--- config.mk ---
export PLATFORM = sky130hd
export DESIGN_NAME = uart_baud_gen
export DESIGN_NICKNAME = d
export VERILOG_FILES = /design/src/rtl/uart_pkg.sv /design/src/rtl/frac_tick_core.sv /design/src/rtl/uart_baud_gen.sv
export SDC_FILE = /design/constraint.sdc
export NUM_CORES = 1
export LEC_CHECK = 0
export BUFFER_PORTS_ARGS = -buffer_cell sky130_fd_sc_hd__buf_2
export CAP_MARGIN = 25
export CORE_UTILIZATION = 50
export DETAILED_ROUTE_END_ITERATION = 7
export PLACE_DENSITY = 0.68
export SLEW_MARGIN = 5
export SYNTH_ARGS = -nofsm -noshare
export SYNTH_HDL_FRONTEND = slang
export SYNTH_SLANG_ARGS = --single-unit
--- constraint.sdc ---
create_clock -name clock -period 12.4 [get_ports clock]
set_input_delay 3.1 -clock clock [delete_from_list [all_inputs] [get_ports clock]]
set_output_delay 3.1 -clock clock [all_outputs]
set_load 0.05 [all_outputs]
--- src/rtl/uart_pkg.sv ---
// Shared constants and helpers for the UART baud/oversample tick generator.
// default_div() gives the fixed-point reset divisor, FRAC_BITS fractional bits.
package uart_pkg;

    localparam int MIN_DIV        = 2;
    localparam int OVERSAMPLE_DEF = 16;

    // round(clk_hz * 2^frac_bits / (baud * os))
    function automatic longint unsigned default_div(
        input longint unsigned clk_hz,
        input longint unsigned baud,
        input longint unsigned os,
        input longint unsigned frac_bits
    );
        longint unsigned num;
        longint unsigned den;
        num = clk_hz << frac_bits;
        den = baud * os;
        return (num + (den >> 1)) / den;
    endfunction

endpackage

--- src/rtl/frac_tick_core.sv ---
// Fractional period counter: cnt counts 0..P-1 with P = int_i + extra, and
// facc accumulates frac_i once per period to spread the fractional clocks.
// Ports: clock_i/reset_ni (async active-low), en_i freezes state,
//   clr_i restarts the period, int_i (already clamped >= 2), frac_i,
//   wrap_o = this edge ends the period (gated by en_i, suppressed by clr_i).
module frac_tick_core
    import uart_pkg::*;
#(
    parameter int DIV_WIDTH = 16,
    parameter int FRAC_BITS = 4
) (
    input  logic                 clock_i,
    input  logic                 reset_ni,
    input  logic                 en_i,
    input  logic                 clr_i,
    input  logic [DIV_WIDTH-1:0] int_i,
    input  logic [FRAC_BITS-1:0] frac_i,
    output logic                 wrap_o
);

    logic [DIV_WIDTH-1:0] cnt_q, cnt_d;
    logic [FRAC_BITS-1:0] facc_q, facc_d;
    logic [FRAC_BITS:0]   fsum;
    logic                 extra;
    logic [DIV_WIDTH:0]   last;
    logic                 at_last;

    // extra is the carry this period's accumulation will produce, so the
    // long clock lands in the period that completes the fractional unit.
    assign fsum  = {1'b0, facc_q} + {1'b0, frac_i};
    assign extra = fsum[FRAC_BITS];
    assign last  = {1'b0, int_i} + {{DIV_WIDTH{1'b0}}, extra}
                 - (DIV_WIDTH+1)'(1);

    // >= rather than == keeps a freshly shortened divisor from running away.
    assign at_last = ({1'b0, cnt_q} >= last);
    assign wrap_o  = en_i & ~clr_i & at_last;

    always_comb begin
        cnt_d  = cnt_q;
        facc_d = facc_q;
        if (clr_i) begin
            cnt_d  = '0;
            facc_d = '0;
        end else if (en_i) begin
            if (at_last) begin
                cnt_d  = '0;
                facc_d = fsum[FRAC_BITS-1:0];
            end else begin
                cnt_d = cnt_q + DIV_WIDTH'(1);
            end
        end
    end

    always_ff @(posedge clock_i or negedge reset_ni) begin
        if (!reset_ni) begin
            cnt_q  <= '0;
            facc_q <= '0;
        end else begin
            cnt_q  <= cnt_d;
            facc_q <= facc_d;
        end
    end

endmodule

--- src/rtl/uart_baud_gen.sv ---
// Programmable UART oversample tick generator with fractional divisor,
// glitch-free divisor reload at bit boundaries and start-bit phase resync.
// Ports: clock, reset_n (async active-low), enable, resync,
//   div_int/div_frac/div_load (divisor load), div_pending,
//   os_tick, os_phase, mid_tick, bit_tick.
module uart_baud_gen
    import uart_pkg::*;
#(
    parameter int CLK_HZ     = 50_000_000,
    parameter int BAUD       = 115200,
    parameter int OVERSAMPLE = OVERSAMPLE_DEF,
    parameter int DIV_WIDTH  = 16,
    parameter int FRAC_BITS  = 4,
    localparam int PW        = $clog2(OVERSAMPLE)
) (
    input  logic                 clock,
    input  logic                 reset_n,
    input  logic                 enable,
    input  logic                 resync,
    input  logic [DIV_WIDTH-1:0] div_int,
    input  logic [FRAC_BITS-1:0] div_frac,
    input  logic                 div_load,
    output logic                 div_pending,
    output logic                 os_tick,
    output logic [PW-1:0]        os_phase,
    output logic                 mid_tick,
    output logic                 bit_tick
);

    localparam longint unsigned RST_DIV =
        default_div(64'(CLK_HZ), 64'(BAUD), 64'(OVERSAMPLE), 64'(FRAC_BITS));
    localparam logic [DIV_WIDTH-1:0] RST_INT  = DIV_WIDTH'(RST_DIV >> FRAC_BITS);
    localparam logic [FRAC_BITS-1:0] RST_FRAC = FRAC_BITS'(RST_DIV);
    localparam logic [DIV_WIDTH-1:0] MIN_D    = DIV_WIDTH'(MIN_DIV);
    localparam logic [PW-1:0]        MID_PH   = PW'(OVERSAMPLE/2 - 1);
    localparam logic [PW-1:0]        LAST_PH  = PW'(OVERSAMPLE - 1);

    logic [DIV_WIDTH-1:0] act_int_q, act_int_d;
    logic [FRAC_BITS-1:0] act_frac_q, act_frac_d;
    logic [DIV_WIDTH-1:0] sh_int_q, sh_int_d;
    logic [FRAC_BITS-1:0] sh_frac_q, sh_frac_d;
    logic                 pend_q, pend_d;
    logic                 tick_q;
    logic [PW-1:0]        phase_q, phase_d;
    logic [PW-1:0]        nxt_q, nxt_d;
    logic [DIV_WIDTH-1:0] eff_int;
    logic                 wrap;

    assign eff_int = (act_int_q < MIN_D) ? MIN_D : act_int_q;

    frac_tick_core #(
        .DIV_WIDTH (DIV_WIDTH),
        .FRAC_BITS (FRAC_BITS)
    ) u_core (
        .clock_i  (clock),
        .reset_ni (reset_n),
        .en_i     (enable),
        .clr_i    (resync),
        .int_i    (eff_int),
        .frac_i   (act_frac_q),
        .wrap_o   (wrap)
    );

    assign os_tick     = tick_q & enable;
    assign mid_tick    = os_tick & (phase_q == MID_PH);
    assign bit_tick    = os_tick & (phase_q == LAST_PH);
    assign os_phase    = phase_q;
    assign div_pending = pend_q;

    always_comb begin
        act_int_d  = act_int_q;
        act_frac_d = act_frac_q;
        sh_int_d   = sh_int_q;
        sh_frac_d  = sh_frac_q;
        pend_d     = pend_q;
        phase_d    = phase_q;
        nxt_d      = nxt_q;

        // nxt_q is the phase the next tick will carry, so the first tick
        // after reset or resync reports phase 0.
        if (resync) begin
            phase_d = '0;
            nxt_d   = '0;
        end else if (wrap) begin
            phase_d = nxt_q;
            nxt_d   = nxt_q + PW'(1);
        end

        if (resync) begin
            pend_d = 1'b0;
            if (div_load) begin
                act_int_d  = div_int;
                act_frac_d = div_frac;
                sh_int_d   = div_int;
                sh_frac_d  = div_frac;
            end else if (pend_q) begin
                act_int_d  = sh_int_q;
                act_frac_d = sh_frac_q;
            end
        end else begin
            if (pend_q && (bit_tick || !enable)) begin
                act_int_d  = sh_int_q;
                act_frac_d = sh_frac_q;
                pend_d     = 1'b0;
            end
            if (div_load) begin
                sh_int_d  = div_int;
                sh_frac_d = div_frac;
                pend_d    = 1'b1;
            end
        end
    end

    always_ff @(posedge clock or negedge reset_n) begin
        if (!reset_n) begin
            act_int_q  <= RST_INT;
            act_frac_q <= RST_FRAC;
            sh_int_q   <= RST_INT;
            sh_frac_q  <= RST_FRAC;
            pend_q     <= 1'b0;
            tick_q     <= 1'b0;
            phase_q    <= '0;
            nxt_q      <= '0;
        end else begin
            act_int_q  <= act_int_d;
            act_frac_q <= act_frac_d;
            sh_int_q   <= sh_int_d;
            sh_frac_q  <= sh_frac_d;
            pend_q     <= pend_d;
            tick_q     <= wrap;
            phase_q    <= phase_d;
            nxt_q      <= nxt_d;
        end
    end

endmodule

* Word level (Yosys, flattened, before mapping)
Index checks and enable logic that the tools add are counted.
Word-level totals: ROM bits 0, memory bits (writable) 0, memories 0, bits in latches 0, register bits 70, output and inout bits 8, bits of input ports 25
Cells by class: reduce and logical (&&, ||, !) cells 10, multipliers 0, magnitude comparators 2, shifts and indexed selects 0, multiplexer cells 22, add/subtract/negate cells 5, bitwise logic cells 6, eq/ne operators 3, divide/modulo/power cells 0
Operators by type and width (number):
- 2-to-1 mux 16 bit | 8
- 2-to-1 mux 4 bit | 11
- adder 16 x 1 -> 17 bit | 1
- greater-or-equal comparator 16 x 17 -> 1 bit | 1
- subtractor 17 x 1 -> 17 bit (second input constant) | 1
- adder 16 x 1 -> 16 bit (second input constant) | 1
- less-than comparator 16 x 2 -> 1 bit (second input constant) | 1
- nonzero test 2 bit | 4
- adder 4 x 4 -> 5 bit | 1
- bitwise AND 1 bit | 5
- adder 4 x 1 -> 4 bit (second input constant) | 1
- equality test 4 x 3 -> 1 bit (second input constant) | 1
- equality test 4 bit (second input constant) | 1
- AND reduction 2 bit | 2
- 2-to-1 mux 1 bit | 3
- inequality test 3 x 1 -> 1 bit (second input constant) | 1
- nonzero test 3 bit | 1
- logical AND 1 bit | 1
- logical NOT 1 bit | 1
- logical OR 1 bit | 1
- inverter 1 bit | 1

* Logic depth before layout (Yosys ltp)
word-level depth 8, depth in mapped cells 19, depth with buffers taken out 17

* Hierarchy
From an unflattened synthesis, not the netlist that was laid out.
Second synthesis, totals: cells, all modules 394, area, all modules 4186.5 sq um
By module, submodules not included:
- uart_baud_gen | area an instance 2299.7 sq um, cells each 196, times used 1
- frac_tick_core | area an instance 1886.8 sq um, cells each 198, times used 1

* Worst setup path before layout
OpenSTA, ideal clock, no wires.
path type input to output, start point input port enable, end point output port mid_tick, path slack 4765 ps, arrival 4535 ps, stages on the path 3, path through and2_1 > and4_1 > nor2b_1
On the way: longest elaborated chain between the ends 2
RTL lines:
- from (decl) | line uart_baud_gen.sv:18 | input logic enable,
- bitwise AND 1 bit | line uart_baud_gen.sv:64 | assign os_tick = tick_q & enable;
- bitwise AND 1 bit | line uart_baud_gen.sv:65 | assign mid_tick = os_tick & (phase_q == MID_PH);
- to (decl) | line uart_baud_gen.sv:26 | output logic mid_tick,
No other way between the ends.

* Worst setup path in the final report
Ends and elaborated chain as after synthesis.

==> results.md <==
- Flop pwr share: 49.6%
- Required time at the endpoint of the critical path: 9300 ps
- Clock buffer depth: 2
- Setup repair after global routing missed its margin: no
- Endpoint of the worst-slack reg-to-reg timing path: os_phase[3]
- Total met3 wirelength after detailed routing: 175 um
- Leakage power of the design: 2.077 nW
- Top routing layer in use: met4
- Placement Cell Area: 0.004325 sq mm
- Transition at the pin with the smallest max-transition slack: 889.1 ps
- Warnings, synthesis: 0
- Flip-flop cell with the highest count after synthesis: dfrtp_1
- Share of synthesized flip-flops with an asynchronous set or reset: 100.0%
- Antenna-violating nets left: 0
- Sw frac: 28.33%
- Result of the run: finished clean
- Worst supply voltage drop on vdd: 0.00009989 V
- Net switching power figure: 0.1561 mW
- Setup slack on the worst flop-to-flop path: 6720 ps
- Cells taking the most area after synthesis: dfrtp_1 (37%), ha_1 (7.4%), mux2i_1 (6.7%), dfstp_2 (6.5%), mux2_2 (5.8%)
- Logic gate share of total power: 15.4%
- Largest area contributor in the netlist: dfrtp_1
- Avg Inst Size Synth: 10.74 sq um
- Rel. slew slack: 40.73%
- Wirelength, routed: 7903 um
- Area taken by flip-flops and latches: 0.001764 sq mm
- Max capacitance violation total: 0
- Area Overhead vs Synth: 11.96%
- Number of antenna repair diodes: 0
- Fill cell instance count of the final layout: 701
- Overall die area: 0.008464 sq mm
- Final weighted congestion of routability-driven global placement: 0.8292
- Met2 wire length: 3842 um
- Final layout net count: 460
- Part of the Yosys area used for sequential elements: 43.56%
- Total via count after detailed routing: 2910
- Final sum of negative setup slack: 0 ps
- CTS Hold Buffers Added: 0
- Internal power consumption: 0.3950 mW
- Worst clock skew on the final layout: 14.76 ps
- Depth of the worst register-to-register path: 17
- Startpoint type of the worst setup path: primary input
- Antenna violations before repair: 0
- # rows: 32
- Number of buffers created by CTS: 9
- Die W: 92 um
- Overall routing resource usage: 20.76%
- Wire length of the first global-routing pass: 13710 um
- Root Driver: clkbuf_8
- Count of endpoints failing hold in the final timing report: 0
- Fraction of final layout cells with drive strength greater than 1: 24.58%
- Arrival time at the worst endpoint: 4050 ps
- Most used standard cell by instance count after synthesis: dfrtp_1
- Post-synthesis cell type count: 50
- Initial DRT Pass Iterations: 4
- Number of I/O pins: 33
- Kind of end point of the critical path: output pin
- Setup CP Type: in -> out
- Reg clk slew, reported paths: 70 ps
- Share of the synthesized area in the top cell type: 37.07%
- Maximum number of pins on one net before global-route repair: 71
- Wirelength per Cell: 15.29 um
- Overall overflow remaining after global route: 0
- Floorplan die height: 92 um
- # setup viols final: 0
- Maximum operating frequency: 139.8 MHz
- Starting density of the core: 52.14%
- Synthesized netlist net count: 427
- Commonest cells in the synthesized netlist: dfrtp_1 (60), a21oi_1 (36), nor2_1 (33)
- Netlist Area Pre-Place: 0.004050 sq mm
- Pins over their slew limit: 0
- Count of H-tree levels built during CTS: 3
- Area used by multi-input combinational logic: 0.002216 sq mm
- Via/cell ratio: 5.629
- Critical path destination: mid_tick
- Number of buffers added on ports: 32
- Min Tclk post-route: 7151 ps
- Met1 wire length: 3739 um
- Placeable core region: 0.007767 sq mm
- Pwr per Cell Area: 121.6 mW/mm^2
- Post-detailed-route DRC marker count: 0
- Non-Filler Cell Area, Final: 0.004534 sq mm
- Count of mapped cells out of synthesis: 377
- Number of enable flip-flop cells after synthesis: 0
- Worst setup path start: enable
- Max Fanout on Critical Path: 8
- CTS tree: yes
- HP Class: reg -> reg
- Number of gates resized after cts: 0
- DRC marker count from the first detailed-route iteration: 177
- Clock latency on the worst-skew pair: 350 ps
- Power share of the clock group: 35.0%
- Final HPWL from detailed placement: 5690 um
- Final worst path period share: 57.67%
- Num Clock Sinks: 70
- Startpoint of the worst-slack reg-to-reg timing path: act_int_q[8]
- Synth Register Bits: 70
- Via count of the first global-routing pass: 2882
- Number of post-CTS setup repair buffers: 0
==> layout make-up <==
class,count,area share (%)
Clock inverter,5,1.269
Timing Repair Buffer,35,4.470
Clock buffer,11,3.339
Tap cell,102,2.815
Inverter,4,0.3311
Multi-Input combinational cell,290,48.87
Sequential cell,70,38.91
==> kinds of logic (layout without fill, tap and decap cells) <==
group / count (synthesis) / in the layout / synth area share, %
AO/OA/AOI/OAI: 72 / 72 / 11.68
multiplexers: 48 / 48 / 12.51
buffers and inverters: 17 / 55 / 1.792
XOR/XNOR: 26 / 26 / 5.623
flip-flops: 70 / 70 / 43.56
adder cells (fa/ha/maj): 25 / 25 / 7.909
AND/OR/NAND/NOR: 119 / 119 / 16.93
==> registers in the layout, indices dropped and copies added (netlist names) <==
name	count
sh_frac_q	4
u_core.facc_q	4
act_int_q	16
act_frac_q	4
os_phase	4
tick_q	1
nxt_q	4
u_core.cnt_q	16
sh_int_q	16
div_pending	1
==> metrics by stage <==
stage / hold WS [ps] / std cells / setup slack [ps] / util (%) / total power [mW]
finish: 507.3 / 517 / 5249 / 58.38 / 0.5512
global route: 516.6 / 517 / 5150 / 58.38 / 0.5797
CTS: 512.2 / 517 / 5234 / 58.38 / 0.5553
detailed placement: 495.3 / 501 / 5235 / 55.69 / 0.3635
global placement: 489.2 / 500 / 5275 / 55.33 / 0.3579
floorplan: 480.4 / 377 / 4765 / - / 0.3332
==> power by group through the flow <==
stage          clock network (mW)  logic (mW)  registers (mW)
4_1_cts                     0.196      0.0860           0.274
2_1_floorplan                   0      0.0612           0.272
3_5_place_dp                    0      0.0856           0.278
5_1_grt                     0.207      0.0962           0.277
3_3_place_gp                    0      0.0816           0.276
6_report                    0.193      0.0847           0.273
==> critical path, cell delays in order <==
cell	delay (ps)
buf_2	180
and2_1	160
and4_1	220
nor2b_1	130
buf_2	260
==> metal layers <==
| layer | vias up | GRT usage [%] |
|---|---|---|
| met1 | 1423 | 27.76 |
| met3 | 15 | 4.229 |
| met2 | 30 | 32.96 |
| met5 | - | 0 |
| li1 | 1442 | - |
| met4 | 0 | 8.464 |
==> placed cells by master (no fill, tap or decap), drive strengths merged, types with 5 or more instances in the layout <==
cell / synthesis / final
a21o: 6 / 6
a21oi: 36 / 36
buf: 4 / 35
clkbuf: 9 / 11
dfrtp: 60 / 60
dfstp: 10 / 10
ha: 24 / 24
mux2: 21 / 21
mux2i: 27 / 27
nand2: 14 / 14
nand2b: 14 / 14
nand4: 8 / 8
nor2: 33 / 33
nor3: 19 / 19
o211ai: 11 / 11
o21ai: 9 / 9
or2: 5 / 5
xnor2: 14 / 14
xor2: 12 / 12
==> how the worst min path moves through the flow <==
stage	slack, ps	to	cells after the start	startpoint
finish	510	sh_int_q[13]	1	sh_int_q[13]
global route	520	sh_int_q[2]	1	sh_int_q[2]
detailed placement	500	sh_int_q[13]	1	sh_int_q[13]
floorplan	480	sh_int_q[15]	1	sh_int_q[15]
CTS	510	sh_int_q[13]	1	sh_int_q[13]
global placement	490	sh_int_q[14]	1	sh_int_q[14]
No activity file was read; power rests on OpenSTA's default activity.
